**config.mk**
```make
export PLATFORM = sky130hd
export DESIGN_NAME = bcd_time_adjuster
export DESIGN_NICKNAME = d
export VERILOG_FILES = /design/src/rtl/bcd_time_adjuster_pkg.sv /design/src/rtl/bcd_time_adjuster_btn_repeat.sv /design/src/rtl/bcd_time_adjuster.sv
export SDC_FILE = /design/constraint.sdc
export NUM_CORES = 1
export LEC_CHECK = 0
export ABC_AREA = 1
export CAP_MARGIN = 20
export CORE_MARGIN = 2
export CORE_UTILIZATION = 50
export DETAILED_ROUTE_END_ITERATION = 10
export PLACE_DENSITY = 0.69
export SLEW_MARGIN = 20
export SYNTH_ARGS = -nofsm -noshare
export SYNTH_HDL_FRONTEND = slang
export SYNTH_HIERARCHICAL = 1
export SYNTH_SLANG_ARGS = --single-unit
```
**constraint.sdc**
```tcl
create_clock -name clk -period 3.2 [get_ports clk]
set_clock_uncertainty 0.05 [all_clocks]
set_input_delay 0.64 -clock clk [delete_from_list [all_inputs] [get_ports clk]]
set_output_delay 0.64 -clock clk [all_outputs]
set_load 0.03 [all_outputs]
```
**src/rtl/bcd_time_adjuster_pkg.sv**
```systemverilog
// Shared types and helpers for the BCD time adjuster: FSM states, step
// direction and per-digit modulus.
package bcd_time_pkg;

  typedef enum logic [1:0] {IDLE, STEP, SAT, DONE} state_e;
  typedef enum logic {DIR_INC, DIR_DEC} dir_e;
  typedef logic [3:0] digit_t;

  // Odd-indexed digits are tens (modulus tens_mod), even-indexed are units.
  function automatic digit_t digit_mod(input int unsigned index,
                                       input int unsigned tens_mod);
    return index[0] ? digit_t'(tens_mod) : digit_t'(10);
  endfunction

endpackage

```
**src/rtl/bcd_time_adjuster_btn_repeat.sv**
```systemverilog
// One button: 2-FF synchroniser, rising-edge request and auto-repeat counter.
// Requests are only issued while the other button is released.
module btn_repeat #(
  parameter int unsigned REPEAT_DELAY  = 50_000_000,
  parameter int unsigned REPEAT_PERIOD = 10_000_000
) (
  input  logic clk,
  input  logic reset_n,
  input  logic btn,
  input  logic other,
  output logic level,
  output logic req
);

  localparam int unsigned CMAX = (REPEAT_DELAY > REPEAT_PERIOD) ? REPEAT_DELAY : REPEAT_PERIOD;
  localparam int unsigned CW   = $clog2(CMAX + 1);

  logic          s1, s2, s3;
  logic          rep;
  logic [CW-1:0] cnt;

  assign level = s2;

  always_ff @(posedge clk or negedge reset_n) begin
    if (!reset_n) begin
      s1  <= 1'b0;
      s2  <= 1'b0;
      s3  <= 1'b0;
      req <= 1'b0;
      rep <= 1'b0;
      cnt <= '0;
    end else begin
      s1  <= btn;
      s2  <= s1;
      s3  <= s2;
      req <= 1'b0;
      if (!s2 || other) begin
        cnt <= '0;
        rep <= 1'b0;
      end else if (!s3) begin
        req <= 1'b1;
        cnt <= CW'(1);
        rep <= 1'b0;
      end else if (cnt == CW'(rep ? REPEAT_PERIOD : REPEAT_DELAY)) begin
        // cnt holds cycles elapsed since the last issued request
        req <= 1'b1;
        cnt <= CW'(1);
        rep <= 1'b1;
      end else begin
        cnt <= cnt + 1'b1;
      end
    end
  end

endmodule

```
**src/rtl/bcd_time_adjuster.sv**
```systemverilog
// Clocked add/sub adjuster for the BCD time word: single-step and auto-repeat
// requests ripple one digit per cycle and end in a one-cycle load strobe.
module bcd_time_adjuster
  import bcd_time_pkg::*;
#(
  parameter int unsigned DIGITS        = 4,
  parameter int unsigned ADJ_LSD       = 2,
  parameter int unsigned TENS_MOD      = 6,
  parameter int unsigned WRAP_MODE     = 1,
  parameter int unsigned REPEAT_DELAY  = 50_000_000,
  parameter int unsigned REPEAT_PERIOD = 10_000_000
) (
  input  logic                  clk,
  input  logic                  reset_n,
  input  logic                  add,
  input  logic                  sub,
  input  logic [4*DIGITS-1:0]   time_in,
  output logic [4*DIGITS-1:0]   time_out,
  output logic                  load,
  output logic                  busy,
  output logic                  limit
);

  localparam int unsigned IW = (DIGITS > 1) ? $clog2(DIGITS) : 1;

  logic add_lvl, sub_lvl, inc_req, dec_req;

  btn_repeat #(.REPEAT_DELAY(REPEAT_DELAY), .REPEAT_PERIOD(REPEAT_PERIOD)) u_add (
    .clk(clk), .reset_n(reset_n), .btn(add), .other(sub_lvl), .level(add_lvl), .req(inc_req)
  );

  btn_repeat #(.REPEAT_DELAY(REPEAT_DELAY), .REPEAT_PERIOD(REPEAT_PERIOD)) u_sub (
    .clk(clk), .reset_n(reset_n), .btn(sub), .other(add_lvl), .level(sub_lvl), .req(dec_req)
  );

  state_e              state, state_n;
  dir_e                dir, dir_n;
  logic [4*DIGITS-1:0] work, work_n, tout_n;
  logic [IW-1:0]       idx, idx_n;
  logic                flag, flag_n, load_n, limit_n, carry;
  digit_t              m, d, nd;
  int unsigned         base;

  always_ff @(posedge clk or negedge reset_n) begin
    if (!reset_n) begin
      state    <= IDLE;
      dir      <= DIR_INC;
      work     <= '0;
      idx      <= '0;
      flag     <= 1'b0;
      time_out <= '0;
      load     <= 1'b0;
      limit    <= 1'b0;
    end else begin
      state    <= state_n;
      dir      <= dir_n;
      work     <= work_n;
      idx      <= idx_n;
      flag     <= flag_n;
      time_out <= tout_n;
      load     <= load_n;
      limit    <= limit_n;
    end
  end

  assign busy = (state != IDLE);

  always_comb begin
    state_n = state;
    dir_n   = dir;
    work_n  = work;
    idx_n   = idx;
    flag_n  = flag;
    tout_n  = time_out;
    load_n  = 1'b0;
    limit_n = 1'b0;
    carry   = 1'b0;
    base    = 32'(idx) * 4;
    m       = digit_mod(32'(idx), TENS_MOD);
    d       = work[base +: 4];
    nd      = d;

    case (state)
      IDLE: begin
        if (inc_req || dec_req) begin
          work_n  = time_in;
          idx_n   = IW'(ADJ_LSD);
          dir_n   = inc_req ? DIR_INC : DIR_DEC;
          flag_n  = 1'b0;
          state_n = STEP;
        end
      end
      STEP: begin
        if (dir == DIR_INC) begin
          if (d >= m - 1'b1) begin
            nd    = '0;
            carry = 1'b1;
          end else begin
            nd = d + 1'b1;
          end
        end else begin
          if (d == '0) begin
            nd    = m - 1'b1;
            carry = 1'b1;
          end else if (d >= m) begin
            nd = m - 1'b1;
          end else begin
            nd = d - 1'b1;
          end
        end
        work_n[base +: 4] = nd;
        if (!carry) begin
          state_n = DONE;
        end else if (32'(idx) == DIGITS - 1) begin
          flag_n  = 1'b1;
          state_n = SAT;
        end else begin
          idx_n = idx + 1'b1;
        end
      end
      SAT: begin
        if (WRAP_MODE == 0) begin
          for (int unsigned i = ADJ_LSD; i < DIGITS; i++) begin
            work_n[i*4 +: 4] = (dir == DIR_INC) ? digit_mod(i, TENS_MOD) - 1'b1 : '0;
          end
        end
        state_n = DONE;
      end
      DONE: begin
        tout_n  = work;
        load_n  = 1'b1;
        limit_n = flag;
        state_n = IDLE;
      end
      default: state_n = IDLE;
    endcase
  end

endmodule
```
==> results.txt <==
* Synth Register Bits: ~100
- For this configuration, the core starts out at a cell density of a little over 50%.
- Met1 wire length: between 6000 and 7000 um
- The average instance in the mapped netlist occupies 7.56 sq um.
* Total die area: 13,000 sq um
- Measured against its own limit, the worst slew margin works out to roughly three fifths.
- Average via count per standard cell: slightly above 5
- Largest area contributor in the netlist: dfrtp_1
* Global-route wire length before repair: 23,700 um
- Post-route fraction of the period consumed by the critical path: 89.6%
* CTS hold repair buffers: 0
- Leak Pwr: 3.13 nW
- Unique cell type count in the Yosys netlist: 41
- During placement, the flow inserted port buffers numbering 38.
* Maximum level of the CTS H-tree: 3
* Critical-path cell list: inv_2, nand2_1, nand3_1, nand2_1, inv_2, ha_1, a21o_1, inv_2, o21ai_0, a21oi_1, nand2_1, nand2_1, nor2_1, nand2_1, nand2_1, o21ai_0, o21ai_0
* Share of cell area taken by muxes after synthesis: 1.11%
- Met2 layer wire length in the routed design: just under 7000 um
- EDFF count, synth: 0
* Global-route total usage across every layer: approximately a quarter
- Wire length reported by the detailed router: 14,200 um
* I/O pins: 39
* Design Power: 6.04 mW
* Via total after detailed routing: roughly 5,100
* Total cell area at the placement stage: 6590 sq um
- Sequential fraction of the synthesis area: around 42%
- From synthesis to final layout, the design area changed by 14.9%.
- In the synthesized netlist, the cells that appear most often are nand2_1, nor2_1, dfrtp_1, inv_1, nand3_1.
- The internal power of the cells totals 3.48 mW.
* Seq pwr share: 29.5%
- CTS Root Buffer Type: clkbuf_16
- Dividing the detail-routed wire length by the instance count gives 14.2 um.
- Synthesized-area fraction occupied by and/or/nand/nor cells: about 33%
* Count of cells along the worst register-to-register path: 17
- Skew-Pair Late Insertion Delay: 0.35 ns
* Async set or reset register ratio after synthesis: 100%
- The most used flip-flop cell after synthesis is dfrtp_1.
* Post-CTS Repair Setup Buffers: 0
- Instance count of the mapped netlist: between 800 and 900
- By area, the combinational part of the netlist is dominated by simple AND/OR/NAND/NOR gates.
- In this run the worst hold path is classified as input port to async pin.
- Setup repair after global routing left no endpoint under its margin.
* Bufs on Longest Clock Path: 2
* Vertical die dimension: ~110 um
- Fmax: about 350 MHz
- Highest layer used for signal routing: met4
* Fraction of layout cells with a size suffix above 1: 10.1%
* Number of max-slew violations in the final report: 0
- Clock tree from TritonCTS: yes
- Yosys printed 6 warnings.
- Part of the power in the clock network: roughly 22%
* Initial antenna violation count: 0
- Total net switching power: 2.56 mW
* CTS clock-pin slew for the worst setup and hold paths: around 0.070 ns
- For the finished layout, the period the worst path requires is 2.87 ns.
- The number of nets handed over by synthesis was 840.
- Sequential cell area in the final layout: 2550 sq um
- At the worst endpoint, the required time is between 3 and 4 ns.
- The worst-case IR drop observed on VDD is 0.466 mV.
- Synthesized-area fraction occupied by ao, oa, aoi and oai cells: under 10%
- Summed over all layers, the global routing overflow is 0.
* Dominant cells by area after synthesis: dfrtp_1, nand2_1, nor2_1
- Met3 Wirelength: approximately 620 um
- Adder-cell share of the synthesized area: under 10%
* Worst endpoint data arrival time: just over 3 ns
- In the routed design, unresolved DRC markers number 0.
- Post-Synth XOR/XNOR Area: 5.06%
* Starting DRC count in detailed routing: a little under 400
* Cell with the largest stage delay on the worst path: dfrtp_1
- After routing the design area is a little under 7000 sq um.
- CP peak stage delay: ~0.5 ns
- Area taken by multi-input logic gates: between 3000 and 4000 sq um
* TritonCTS sink count: 102
* Final HPWL from detailed placement: around 11,000 um
- Of the total power, the share spent switching nets is 42.4%.
- Path type of the worst setup path: register to register
- Launching element type of the critical path: register
* Post-Route Utilization: 58.4%
- Of all nets on the critical path, the largest fanout is 14.
- Max-cap violation count: 0
- Area share of the leading cell type in the synthesized netlist: roughly 42%
* Cts bufs inserted: 9
- Number of gates given a new drive strength after cts: 0
- The final count of hold timing violations came to 0.
* Instance count on the critical path: 17
* Standard-cell rows: 40
- Combinational fraction of design power: between 40 and 50%
- Worst path most repeated cell: nand2_1
- Entering global routing, the biggest net connects 57 pins.
- Number of buffer and inverter stages on the critical path: 3
- The congestion estimate from routability-driven global placement came to 0.923.
* Cell family contributing the most delay on the critical path: simple AND/OR/NAND/NOR gates
* Netlist area before placement: around 6100 sq um
* Filler cells: 1,096
- STA classifies the critical path endpoint as a register.
- Die Wd: roughly 110 um
- In the final design database the tool counted between 800 and 900 nets.
- 1st-pass router iterations: 5
- Diodes inserted: 0
- In this run the remaining antenna-violating nets after routing total 0.
- The total area inside the core boundary comes to 11,900 sq um.
- For this design the ratio of total power to cell area is 868 nW/um^2.
- For the pin with the worst max-slew slack, the measured transition is 0.626 ns.
* Final number of setup-violating endpoints: 0
- Among all cell types in the netlist, the one instantiated most often is nand2_1.
- The flow ran to the end, and the final reports show no timing, DRC or antenna violations.
- The number of global-route vias before repair came to 4,885.
- Accumulated negative setup slack: 0 ns
==> worst reg2reg max path: stages, from the launching register on <==
cell and delay, ns:
dfrtp_1 0.49, inv_2 0.20, nand2_1 0.10, nand3_1 0.08, nand2_1 0.22, inv_2 0.09
ha_1 0.19, a21o_1 0.16, inv_2 0.09, o21ai_0 0.09, a21oi_1 0.27, nand2_1 0.15
nand2_1 0.11, nor2_1 0.05, nand2_1 0.06, nand2_1 0.09, o21ai_0 0.16, o21ai_0 0.11
==> path summary, 6_finish.rpt <==
check                          from     endpoint  slack [ns]
min in group clk           u_add/s1  u_add/level        0.30
max in group asynchronous   reset_n         flag        2.14
setup reg to reg             idx[0]     state[0]        0.33
setup / recovery             idx[0]     state[0]        0.33
hold reg to reg            u_add/s1  u_add/level        0.30
hold / removal              reset_n  time_out[6]        0.24
==> kinds of logic (layout without fill, tap and decap cells) <==
| family | after synthesis | after routing |
|---|---|---|
| AO/OA/AOI/OAI | 68 | 68 |
| XOR/XNOR | 35 | 35 |
| adder cells (fa/ha/maj) | 18 | 18 |
| buffers and inverters | 117 | 166 |
| flip-flops | 102 | 102 |
| multiplexers | 6 | 6 |
| AND/OR/NAND/NOR | 456 | 456 |
==> power by group through the flow <==
| stage | registers [mW] | clock network [mW] | logic, mW |
|---|---|---|---|
| 6_report | 1.79 | 1.34 | 2.92 |
| 5_1_grt | 1.81 | 1.42 | 3.25 |
| 4_1_cts | 1.79 | 1.38 | 2.92 |
| 3_5_place_dp | 1.81 | 0 | 2.90 |
| 3_3_place_gp | 1.81 | 0 | 2.86 |
| 2_1_floorplan | 1.94 | 0 | 1.91 |
==> area by class of cell <==
cell class,instances,area share (%)
multi-input cells,583,43.4
flip-flops and latches,102,36.7
repair buffers,44,6.25
inverters,106,5.72
clock buffers,9,3.24
well taps,147,2.64
clock inverters,7,2.05
==> layout by cell type, fill, tap and decap left out, drive strengths merged, types with 16 or more instances in the layout <==
cell / Yosys / final
nand2: 213 / 213
nor2: 170 / 170
inv: 105 / 107
dfrtp: 102 / 102
nand3: 47 / 47
clkdlybuf4s50: 0 / 37
a21oi: 37 / 37
xor2: 26 / 26
ha: 18 / 18
o21ai: 16 / 16
==> sequential cells by signal, indices dropped and copies added (netlist names) <==
register	cells
u_add/cnt	26
u_add/rep	1
u_add/s3	1
state	2
work	16
u_add/s1	1
load	1
idx	2
u_sub/s1	1
flag	1
u_sub/req	1
time_out	16
u_add/req	1
u_sub/level	1
limit	1
u_sub/cnt	26
u_add/level	1
u_sub/rep	1
dir	1
u_sub/s3	1
==> per-layer routing <==
| layer | vias up | track usage, % |
|---|---|---|
| met3 | 19 | 5.24 |
| met4 | 0 | 5.93 |
| li1 | 2571 | - |
| met5 | - | 0 |
| met2 | 119 | 39.1 |
| met1 | 2378 | 31.0 |
==> through the flow <==
step,setup slack (ns),instances,hold slack (ns)
finish,0.334,998,0.241
global route,0.0162,998,0.288
CTS,0.334,998,0.268
detailed placement,0.351,982,0.296
global placement,0.475,982,0.282
floorplan,0.697,802,0.281
No activity file was read; power rests on OpenSTA's default activity.
